==> src/rtl/lsu_axi_wr_xbar.sv <==
// lsu_axi_wr_xbar
//   Write-path AXI4-Lite crossbar: one LSU write master to two write slaves.
//   Accepts a single write at a time (AW and W may arrive in either order).
//   Decodes the captured address and forwards the write to SRAM (s0) or
//   UART (s1). Unmapped addresses get a local DECERR and never reach a slave.
//   The chosen slave's B response is then returned to the master.
// Ports:
//   clk, rst           clock, synchronous active-high reset
//   m_aw*, m_w*, m_b*  master AW / W / B channels
//   s0_*               SRAM slave AW / W / B channels
//   s1_*               UART slave AW / W / B channels (2-bit wstrb)
module lsu_axi_wr_xbar #(
    parameter logic [31:0] SRAM_BASE = 32'h8000_0000,
    parameter logic [31:0] SRAM_SIZE = 32'h0800_0000,
    parameter logic [31:0] UART_BASE = 32'hA000_03F8
) (
    input  logic        clk,
    input  logic        rst,
    input  logic [31:0] m_awaddr,
    input  logic        m_awvalid,
    output logic        m_awready,
    input  logic [31:0] m_wdata,
    input  logic [3:0]  m_wstrb,
    input  logic        m_wvalid,
    output logic        m_wready,
    output logic [1:0]  m_bresp,
    output logic        m_bvalid,
    input  logic        m_bready,
    output logic [31:0] s0_awaddr,
    output logic        s0_awvalid,
    input  logic        s0_awready,
    output logic [31:0] s0_wdata,
    output logic [3:0]  s0_wstrb,
    output logic        s0_wvalid,
    input  logic        s0_wready,
    input  logic [1:0]  s0_bresp,
    input  logic        s0_bvalid,
    output logic        s0_bready,
    output logic [31:0] s1_awaddr,
    output logic        s1_awvalid,
    input  logic        s1_awready,
    output logic [31:0] s1_wdata,
    output logic [1:0]  s1_wstrb,
    output logic        s1_wvalid,
    input  logic        s1_wready,
    input  logic [1:0]  s1_bresp,
    input  logic        s1_bvalid,
    output logic        s1_bready
);
    localparam logic [1:0] RESP_OKAY   = 2'b00;
    localparam logic [1:0] RESP_DECERR = 2'b11;

    typedef enum logic [2:0] {S_IDLE, S_COLLECT, S_ISSUE, S_WAIT_B, S_RESP} state_t;
    typedef enum logic [1:0] {SEL_NONE, SEL_SRAM, SEL_UART} sel_t;

    // UART wins on overlap; SRAM bound compared in 33 bits so base+size cannot wrap.
    function automatic sel_t decode(input logic [31:0] a);
        logic [32:0] a33, lo, hi;
        a33 = {1'b0, a};
        lo  = {1'b0, SRAM_BASE};
        hi  = {1'b0, SRAM_BASE} + {1'b0, SRAM_SIZE};
        if (a[31:3] == UART_BASE[31:3]) return SEL_UART;
        else if (a33 >= lo && a33 < hi) return SEL_SRAM;
        else return SEL_NONE;
    endfunction

    state_t      state_q, state_d;
    sel_t        sel_q, sel_d;
    logic [31:0] addr_q, addr_d, data_q, data_d;
    logic [3:0]  strb_q, strb_d;
    logic [1:0]  resp_q, resp_d;
    logic        aw_got_q, aw_got_d, w_got_q, w_got_d;
    logic        aw_done_q, aw_done_d, w_done_q, w_done_d;

    logic is_s0, is_s1, issuing, sl_awready, sl_wready, sl_bvalid;
    logic [1:0] sl_bresp;
    logic m_aw_hs, m_w_hs, sl_aw_hs, sl_w_hs;

    assign is_s0   = (sel_q == SEL_SRAM);
    assign is_s1   = (sel_q == SEL_UART);
    assign issuing = (state_q == S_ISSUE);

    // Master readies: both open in IDLE, only the missing one in COLLECT.
    assign m_awready = (state_q == S_IDLE) || (state_q == S_COLLECT && !aw_got_q);
    assign m_wready  = (state_q == S_IDLE) || (state_q == S_COLLECT && !w_got_q);
    assign m_bvalid  = (state_q == S_RESP);
    assign m_bresp   = m_bvalid ? resp_q : RESP_OKAY;

    // Payload comes straight from the capture registers, so it is stable for the whole issue.
    assign s0_awaddr  = addr_q;
    assign s0_wdata   = data_q;
    assign s0_wstrb   = strb_q;
    assign s1_awaddr  = addr_q;
    assign s1_wdata   = data_q;
    assign s1_wstrb   = strb_q[1:0];
    assign s0_awvalid = issuing && is_s0 && !aw_done_q;
    assign s0_wvalid  = issuing && is_s0 && !w_done_q;
    assign s1_awvalid = issuing && is_s1 && !aw_done_q;
    assign s1_wvalid  = issuing && is_s1 && !w_done_q;
    assign s0_bready  = (state_q == S_WAIT_B) && is_s0;
    assign s1_bready  = (state_q == S_WAIT_B) && is_s1;

    assign sl_awready = is_s0 ? s0_awready : s1_awready;
    assign sl_wready  = is_s0 ? s0_wready  : s1_wready;
    assign sl_bvalid  = is_s0 ? s0_bvalid  : s1_bvalid;
    assign sl_bresp   = is_s0 ? s0_bresp   : s1_bresp;

    assign m_aw_hs  = m_awvalid && m_awready;
    assign m_w_hs   = m_wvalid && m_wready;
    assign sl_aw_hs = issuing && !aw_done_q && sl_awready;
    assign sl_w_hs  = issuing && !w_done_q && sl_wready;

    always_comb begin
        state_d   = state_q;
        sel_d     = sel_q;
        addr_d    = addr_q;
        data_d    = data_q;
        strb_d    = strb_q;
        resp_d    = resp_q;
        aw_got_d  = aw_got_q;
        w_got_d   = w_got_q;
        aw_done_d = aw_done_q;
        w_done_d  = w_done_q;
        case (state_q)
            S_IDLE, S_COLLECT: begin
                if (m_aw_hs) begin
                    addr_d   = m_awaddr;
                    aw_got_d = 1'b1;
                end
                if (m_w_hs) begin
                    data_d  = m_wdata;
                    strb_d  = m_wstrb;
                    w_got_d = 1'b1;
                end
                // Decode the address being captured this cycle, or the held one.
                sel_d = decode(addr_d);
                if (aw_got_d && w_got_d) begin
                    aw_done_d = 1'b0;
                    w_done_d  = 1'b0;
                    if (sel_d == SEL_NONE) begin
                        resp_d  = RESP_DECERR;
                        state_d = S_RESP;
                    end else begin
                        state_d = S_ISSUE;
                    end
                end else if (aw_got_d || w_got_d) begin
                    state_d = S_COLLECT;
                end
            end
            S_ISSUE: begin
                aw_done_d = aw_done_q || sl_aw_hs;
                w_done_d  = w_done_q || sl_w_hs;
                if (aw_done_d && w_done_d) state_d = S_WAIT_B;
            end
            S_WAIT_B: begin
                if (sl_bvalid) begin
                    resp_d  = sl_bresp;
                    state_d = S_RESP;
                end
            end
            S_RESP: begin
                if (m_bready) begin
                    aw_got_d  = 1'b0;
                    w_got_d   = 1'b0;
                    aw_done_d = 1'b0;
                    w_done_d  = 1'b0;
                    state_d   = S_IDLE;
                end
            end
            default: state_d = S_IDLE;
        endcase
    end

    always_ff @(posedge clk) begin
        if (rst) begin
            state_q   <= S_IDLE;
            sel_q     <= SEL_NONE;
            addr_q    <= '0;
            data_q    <= '0;
            strb_q    <= '0;
            resp_q    <= RESP_OKAY;
            aw_got_q  <= 1'b0;
            w_got_q   <= 1'b0;
            aw_done_q <= 1'b0;
            w_done_q  <= 1'b0;
        end else begin
            state_q   <= state_d;
            sel_q     <= sel_d;
            addr_q    <= addr_d;
            data_q    <= data_d;
            strb_q    <= strb_d;
            resp_q    <= resp_d;
            aw_got_q  <= aw_got_d;
            w_got_q   <= w_got_d;
            aw_done_q <= aw_done_d;
            w_done_q  <= w_done_d;
        end
    end
endmodule

==> config.mk <==
export PLATFORM = sky130hd
export DESIGN_NAME = lsu_axi_wr_xbar
export DESIGN_NICKNAME = d
export VERILOG_FILES = /design/src/rtl/lsu_axi_wr_xbar.sv
export SDC_FILE = /design/constraint.sdc
export NUM_CORES = 1
export LEC_CHECK = 0
export ABC_CLOCK_PERIOD_IN_PS = 3840
export BUFFER_PORTS_ARGS = -buffer_cell sky130_fd_sc_hd__clkbuf_2
export CORE_ASPECT_RATIO = 0.75
export CORE_MARGIN = 2
export CORE_UTILIZATION = 47
export CTS_CLUSTER_DIAMETER = 150
export CTS_CLUSTER_SIZE = 20
export DETAILED_ROUTE_END_ITERATION = 12
export GPL_TIMING_DRIVEN = 0
export MAX_ROUTING_LAYER = met4
export PLACE_DENSITY = 0.86
export SLEW_MARGIN = 20
export SYNTH_ARGS = -nofsm -noshare
export SYNTH_HDL_FRONTEND = slang
export SYNTH_SLANG_ARGS = --single-unit
==> constraint.sdc <==
create_clock -name clk -period 3.84 [get_ports clk]
set_input_delay 0.576 -clock clk [delete_from_list [all_inputs] [get_ports clk]]
set_output_delay 0.576 -clock clk [all_outputs]
set_load 0.01 [all_outputs]
Word level (Yosys, flattened, before mapping) --
Cells that the tools add are included.
Word-level totals: logic and storage cells 95, flip-flop bits (word level) 79
Operators by class: equality and inequality tests 13, magnitude comparators 2, reductions and logical operators 39, mux-type cells 31
Operator list (count):
- 32-bit 2-to-1 mux | 2
- 32-bit >= comparator, second input constant | 1
- 32-bit < comparator, second input constant | 1
- 29-bit == test, second input constant | 1
- 1-bit logical AND | 19
- 3-bit 2-to-1 mux | 6
- 2-bit 2-to-1 mux | 7
- 3-bit case mux with 4 select lines | 1
- 1-bit 2-to-1 mux | 10
- 4-bit AND reduction | 2
- 3-bit by 2-bit == test with 1-bit output, second input constant | 2
- 2-bit inequality test, second input constant | 3
- 1-bit case mux with 3 select lines | 2
- 1-bit logical OR | 5
- 1-bit zero test | 4
- 2-bit by 1-bit inequality test with 1-bit output, second input constant | 2
- 1-bit case mux with 2 select lines | 2
- 2-bit case mux with 2 select lines | 1
- 2-bit AND reduction | 2
- 2-bit nonzero test | 2
- 3-bit by 1-bit == test with 1-bit output, second input constant | 1
- 3-bit == test, second input constant | 1
- 3-bit zero test | 1
- 3-bit inequality test, second input constant | 1
- other kinds (6) | 6

Depth between registers and ports, before layout --
Gate-level depths: netlist of the first run.
word-level depth 15, mapped depth 8, depth with buffers taken out 6

Worst setup path after synthesis of the first run --
Ideal clock, no wire load.
path kind input-to-reg, start in m_awaddr[27], end reg resp_q[0], setup slack 1.821 ns, stages 5, buffers on the path 0, data arrival time 1.897 ns, setup time 0.122 ns, cells stage by stage or4b_1 nor3_1 o22ai_1 and4b_4 o311a_1
On the way: word-level cells in the longest chain between the ends 10, elaborated cells between the ends (all ways) 12, classes of those cells order compare: 2; eq/ne: 2; mux: 5; reduce/logical: 3
RTL lines:
- from (decl) | line 19 | input logic [31:0] m_awaddr,
- 32-bit 2-to-1 mux (*) | line 126 | if (m_aw_hs) begin
- 32-bit 2-to-1 mux (*) | line 124 | case (state_q)
- 32-bit >= comparator / 32-bit < comparator (equally long branches) | line 63 | else if (a33 >= lo && a33 < hi) return SEL_SRAM;
- 1-bit logical AND | line 63
- 1-bit 2-to-1 mux | line 63
- 2-bit 2-to-1 mux (*) | line 62 | if (a[31:3] == UART_BASE[31:3]) return SEL_UART;
- 2-bit 2-to-1 mux (*) | line 124
- 2-bit zero test (*) | line 140 | if (sel_d == SEL_NONE) begin
- 2-bit inequality test (no source line) (*)
- 4-bit AND reduction (no source line) (*)
- to (signal assigned) | line 192 | resp_q <= resp_d;
- to (decl) | line 71 | logic [1:0] resp_q, resp_d;
Mark *: on every way between the ends. The rest lies on a longest branch, timed or not. The select of a mux whose other input is x is not followed. A chain may end at the register's enable or synchronous reset.

Worst setup path after layout of the first run --
start reg state_q[1], end out s1_awvalid
On the way: word-level cells in the longest chain between the ends 3
RTL lines:
- from (decl) | line 67 | state_t state_q, state_d;
- from (signal assigned) | line 187 | state_q <= state_d;
- 3-bit by 2-bit == test with 1-bit output | line 81 | assign issuing = (state_q == S_ISSUE);
- 1-bit logical AND (2 in a row) | line 98 | assign s1_awvalid = issuing && is_s1 && !aw_done_q;
- to (decl) | line 40 | output logic s1_awvalid,
Every way passes these cells.

==> impl_metrics.toml, run 1 <==
[global_route]
grt_max_degree = 14
grt_usage = 0.255
grt_overflow_total = 0
grt_pass1_wl_mm = 16.9
first_global_vias = 3562
antenna_found_initial = 0

[synthesis]
ys.flop_type = "dfxtp_1"
synth-compound-area-share = 0.143
synth-edff-count = 0
syn_area_sq_um = 3720
yosys.area_share.simple = 0.251
synthMuxAreaShare = 0.00875
synth_cell_types = 41
synthArstFlopShare = 0
netlist.area_leader.share = 0.425
syn_avg_cell_area_sq_um = 7.76
synth_seq_area_share = 0.425
synth_xor_area_frac = 0
ys_ff_latch = 79
synth_area_leader_cell = "dfxtp_1"
synthesis.nets = 562
synth_fa_ha_area_frac = 0
synth_top_family_by_area = "simple AND/OR/NAND/NOR gates"
syn-instance-count = 479
yosys-top-cells-area = "dfxtp_1 (43%), nand2_1 (15%), buf_4 (14%)"
yosys_warnings = 0

[cts]
clkTransAtPathRegs_ps = 80
cts_root_buf = "clkbuf_8"
cts_made_buffers = 9
cts_resized = 0
hold_buffers = 0
clock_sink_count = 79
cts_tree = "yes"
h-tree-depth = 3
clk_latency_ps = 350
post_cts_buffers = 0
clock_path_buffers = 2

[worst_setup_path]
startpoint_type = "flop"
path_class = "flop to primary output"
endpoint_kind = "primary output"
required_ps = 3260
worstPathMaxFanout = 10
worstPathArrival_ps = 1640

[timing]
finalHoldViolations = 0
period_needed_ps = 2210
clock.fmax_mhz = 452
worst_pin_slew_ps = 539
fin_skew_ps = 4.54
fin_setup_tns_ps = 0
hold_slack_ps = 442
rsz0062_at_grt = "no"
maxSlewHeadroom = 0.641
fin_crit_sh = 0.576
setup-violations-final = 0
report.final.slew_viol_count = 0

[floorplan]
die_height_um = 81.0
ios = 228
die_area_sq_um = 8640
rows = 28
start_util = 0.478
fp.coreArea_sq_um = 7780
die_x_um = 107

[routing]
drt.antenna.violating_nets = 0
firstDrtPassIters = 5
routedWlPerCell_um = 13.7
drt_iter0_markers = 174
vias = 4119
routed_wl_mm = 11.3
drc = 0
vias_per_cell = 4.99

[layout]
seq_area_sq_um = 1580
area_delta_synth_final_pct = 39.3
drive_above_1_share = 0.452
nets = 799
final_util = 0.666
instances_no_fill = 826
multi_input_area_sq_um = 1500
fillers = 690
n_antenna_cell = 0

[placed_design]
place_congestion = 0.855
place_hpwl_mm = 9.10
place_inst = 810
io_buffers = 226

[run]
maxCapViolCount = 0

[hold_path]
hp-class = "primary input to flop"

[power_and_ir_drop]
p_per_area_nw_per_um2 = 433
p_leak_nw = 2.61
vdd_drop_max_mv = 0.264

[status]
status = "finished clean"
[final cells by class]
cell class                      count  area share
Clock inverter                      5      0.0111
Timing Repair Buffer              226       0.218
Clock buffer                       11      0.0273
Inverter                            4     0.00290
Tap cell                          105      0.0254
Sequential cell                    79       0.305
Buffer                             92       0.121
Multi-Input combinational cell    304       0.289
[routing by layer]
| metal | track usage | up-vias | wire length (um) |
|---|---|---|---|
| met5 | - | - | 0 |
| met4 | 0.0727 | 0 | 113 |
| met3 | 0.0474 | 11 | 812 |
| met2 | 0.440 | 175 | 5660 |
| met1 | 0.310 | 1924 | 4730 |
| li1 | - | 2009 | - |
[final timing paths]
check | start | end | slack (ps) | cells past startpoint
setup / recovery | state_q[1]$_SDFFE_PP0P_ | s1_awvalid | 1630 | 5
hold / removal | m_wdata[6] | s0_wdata[6]$_SDFFE_PP0P_ | 440 | 3
setup reg to reg | aw_got_q$_SDFFE_PP0P_ | resp_q[0]$_SDFFE_PP0P_ | 1720 | 6
hold reg to reg | s0_wstrb[2]$_SDFFE_PP0P_ | s0_wstrb[2]$_SDFFE_PP0P_ | 460 | 2
[Yosys cell counts, types with 3 or more instances]
| cell type | instances |
|---|---|
| nand2_1 | 146 |
| dfxtp_1 | 79 |
| a21oi_1 | 72 |
| buf_4 | 67 |
| clkbuf_1 | 17 |
| nor2_1 | 17 |
| nor3_1 | 8 |
| nor4_1 | 7 |
| and2_1 | 5 |
| buf_2 | 5 |
| nand4_1 | 5 |
| inv_1 | 4 |
| or3_1 | 4 |
| a211oi_1 | 3 |
| buf_6 | 3 |
| nand2b_1 | 3 |
| nand3_1 | 3 |
[registers in the layout, indices dropped and copies added, names as in the netlist]
signal	count
s0_wdata	32
w_got_q	1
sel_q	2
resp_q	2
s0_awaddr	32
w_done_q	1
s0_wstrb	4
state_q	3
aw_got_q	1
aw_done_q	1
[worst max-delay path, cell delays in order, from the launching register on]
cell	delay [ps]
dfxtp_1	330
buf_6	140
nand2b_1	150
or3_1	410
nor2_1	120
clkbuf_2	140
[logic make-up after synthesis]
group           count (synthesis)
mux                             3
simple gates                  209
flops                          79
compound gates                 92
buf+inv                        96
[report_power, final]
group,total (mW),switching (mW),internal (mW)
Sequential,0.972,0.0734,0.899
Combinational,0.654,0.355,0.299
Clock,0.617,0.300,0.317
Total,2.24,0.729,1.51
[cells in the final DEF (no fill, tap or decap), types with 2 or more instances in the layout]
| cell | count |
|---|---|
| a211oi_1 | 3 |
| a21oi_1 | 72 |
| a22oi_1 | 2 |
| a32oi_1 | 2 |
| and2_1 | 5 |
| buf_2 | 5 |
| buf_4 | 67 |
| buf_6 | 3 |
| clkbuf_1 | 18 |
| clkbuf_2 | 226 |
| clkbuf_8 | 10 |
| clkinvlp_4 | 3 |
| dfxtp_1 | 79 |
| inv_1 | 4 |
| mux2_2 | 2 |
| nand2_1 | 146 |
| nand2b_1 | 3 |
| nand3_1 | 3 |
| nand4_1 | 5 |
| nor2_1 | 17 |
| nor3_1 | 8 |
| nor4_1 | 7 |
| nor4_2 | 2 |
| o22ai_1 | 2 |
| o311a_1 | 2 |
| or3_1 | 4 |
| or4b_1 | 2 |
[per-stage QoR]
step | area (sq um) | power [mW] | worst slack [ps]
after CTS | 5180 | 2.26 | 1630
after global placement | 4980 | 1.63 | 1620
after floorplan | 3720 | 1.38 | 1820
after detailed placement | 4980 | 1.64 | 1600
after global routing | 5180 | 2.36 | 1510
final | 5180 | 2.24 | 1630
No activity file was read; power rests on OpenSTA's default activity.
==> run 2: changes to the inputs <==
--- a/config.mk
+++ b/config.mk
@@ -5,17 +5,17 @@
 export SDC_FILE = /design/constraint.sdc
 export NUM_CORES = 1
 export LEC_CHECK = 0
-export ABC_CLOCK_PERIOD_IN_PS = 3840
+export ABC_CLOCK_PERIOD_IN_PS = 1960
 export BUFFER_PORTS_ARGS = -buffer_cell sky130_fd_sc_hd__clkbuf_2
 export CORE_ASPECT_RATIO = 0.75
 export CORE_MARGIN = 2
-export CORE_UTILIZATION = 47
+export CORE_UTILIZATION = 39
 export CTS_CLUSTER_DIAMETER = 150
 export CTS_CLUSTER_SIZE = 20
 export DETAILED_ROUTE_END_ITERATION = 12
 export GPL_TIMING_DRIVEN = 0
 export MAX_ROUTING_LAYER = met4
-export PLACE_DENSITY = 0.86
+export PLACE_DENSITY = 0.77
 export SLEW_MARGIN = 20
 export SYNTH_ARGS = -nofsm -noshare
 export SYNTH_HDL_FRONTEND = slang
==> constraint.sdc (replaced) <==
create_clock -name clk -period 1.96 [get_ports clk]
set_input_delay 0.294 -clock clk [delete_from_list [all_inputs] [get_ports clk]]
set_output_delay 0.294 -clock clk [all_outputs]
set_load 0.01 [all_outputs]
==> run 2 against run 1 <==
Die area grew 20%; via count decreased by 1.4%; final area is 6.0% higher; count of clock-buffer cells in the layout stayed put; cell count rose by 3.8%; sequential share of layout area down 1.6 points; routed wire length increased by 7.4%; power up 120%; core utilization shrank 6.7 points; flip-flop and latch count unchanged; clock skew down 1.3 ps; sequential power grew 98%; critical endpoint is now resp_q[0]$_SDFFE_PP0P_; largest cell class unchanged.
==> impl_metrics.toml, run 2 (same netlist as run 1, synthesis figures left out) <==
[status]
status = "finished clean"

[run]
maxCapViolCount = 0

[global_route]
grt_usage = 0.229
grt_overflow_total = 0
antenna_found_initial = 0
grt_pass1_wl_mm = 17.7
first_global_vias = 3618
grt_max_degree = 14

[worst_setup_path]
regToRegSetupSlack_ps = 3
startpoint_type = "flop"
endpoint_kind = "flop"
r2r-start = "sel_q[1]$_SDFFE_PP0N_"
worstPathArrival_ps = 2170
required_ps = 2170
crit_buf_inv = 0
worstPathMaxFanout = 4
r2r_cells = 6
crit_family = "compound AO/OA/AOI/OAI gates"
crit_slowest_cell = "mux2_4"
r2r-end = "resp_q[0]$_SDFFE_PP0P_"
path_class = "flop to flop"
path_cells = "and2b_4 -> mux2_4 -> o221a_1 -> nand2_1 -> and4b_4 -> o311a_1"
slowest_delay_ps = 340

[routing]
firstDrtPassIters = 5
vias_per_cell = 4.74
drt_iter0_markers = 237
vias = 4060
drt.antenna.violating_nets = 0
drc = 0
routed_wl_mm = 12.2
routedWlPerCell_um = 14.2

[timing]
report.final.slew_viol_count = 0
fin_crit_sh = 0.998
fin_skew_ps = 3.28
period_needed_ps = 1960
finalHoldViolations = 0
hold_slack_ps = 193
maxSlewHeadroom = 0.632
setup-violations-final = 0
timing.final.ws_setup_ps = 3.33
rsz0062_at_grt = "yes"
clock.fmax_mhz = 511
worst_pin_slew_ps = 553

[hold_path]
min_from = "m_wdata[10]"
hp-class = "primary input to flop"
hold_depth = 3
min_delay_worst_endpoint = "s0_wdata[10]$_SDFFE_PP0P_"

[floorplan]
start_util = 0.406
die_height_um = 88.6
fp.coreArea_sq_um = 9160
die_area_sq_um = 10300
die_x_um = 117
rows = 30
ios = 228

[cts]
h-tree-depth = 3
cts_tree = "yes"
clock_sink_count = 79
clock_path_buffers = 2
cts_made_buffers = 9
clkTransAtPathRegs_ps = 60
cts_root_buf = "clkbuf_16"
clk_latency_ps = 320

[layout]
multi_input_area_sq_um = 1610
most-common-layout-cells = "clkbuf_2 (226), nand2_1 (145), buf_4 (75), dfxtp_1 (75), a21oi_1 (72)"
drive_above_1_share = 0.480
seq_area_sq_um = 1590
nets = 807
final_util = 0.599
n_antenna_cell = 0
fillers = 863
final_common_cell = "clkbuf_2"
area_delta_synth_final_pct = 47.6

[placed_design]
io_buffers = 226
place_hpwl_mm = 9.62
post-place-ws_ps = -76.5
place_congestion = 0.864

[power_and_ir_drop]
p_leak_nw = 2.74
vdd_drop_max_mv = 0.465
p_per_area_nw_per_um2 = 894
## run 2: changes by cell type in the layout (fill, tap and decap cells not counted), sizes merged
cell	before	now
buf	75	83
clkinv	1	2
clkinvlp	3	2
## run 2: worst register-to-register path: stages, from the launching register on
cell     delay [ps]
dfxtp_2         330
and2b_4         290
mux2_4          340
o221a_1         290
nand2_1          70
and4b_4         210
o311a_1         320
## run 2: how the worst max path moves through the flow
stage                                 start                     end  slack (ps)  cells after the start
finish                sel_q[1]$_SDFFE_PP0N_  resp_q[0]$_SDFFE_PP0P_           3                      6
global route          sel_q[1]$_SDFFE_PP0N_  resp_q[0]$_SDFFE_PP0P_         -40                      6
CTS                   sel_q[1]$_SDFFE_PP0N_  resp_q[1]$_SDFFE_PP0P_           3                      6
detailed placement  state_q[1]$_SDFFE_PP0P_  resp_q[1]$_SDFFE_PP0P_         -80                      7
global placement    state_q[1]$_SDFFE_PP0P_  resp_q[1]$_SDFFE_PP0P_         -30                      7
floorplan             sel_q[1]$_SDFFE_PP0N_  resp_q[0]$_SDFFE_PP0P_         120                      6
## run 2: cell type report
cell class / instances / share of cell area
Buffer: 92 / 0.115
Sequential cell: 79 / 0.289
Timing Repair Buffer: 234 / 0.217
Inverter: 4 / 0.00274
Clock inverter: 5 / 0.0107
Clock buffer: 11 / 0.0424
Tap cell: 128 / 0.0292
Multi-Input combinational cell: 304 / 0.294
## run 2: repair_timing
item / CTS / global route
hold buffers: 0 / 0
endpoints found under the setup margin: 3 / 32
buffers inserted: 4 / 4
pin swaps: 2 / 9
gates resized for setup: 17 / 9
## run 2: stage by stage
step	cell area [sq um]	setup TNS (ps)	power, mW	std cells
after floorplan	3720	0	2.70	479
after global placement	5010	-49.5	3.20	833
after detailed placement	5010	-126	3.23	833
after CTS	5410	0	4.91	853
after global routing	5490	-68.7	5.17	857
final	5490	0	4.91	857
## run 2: report_power, final
group          internal [mW]  total [mW]  leakage, nW  switching, mW
Sequential              1.77        1.92        0.651          0.157
Clock                  0.987        1.63        0.136          0.644
Combinational          0.627        1.36         1.96          0.729
## run 2: routing by layer
layer,vias up,track usage,wire [um]
li1,2028,-,-
met1,1846,0.281,5120
met2,171,0.389,6040
met3,15,0.0425,838
met4,0,0.0631,148
met5,-,-,0
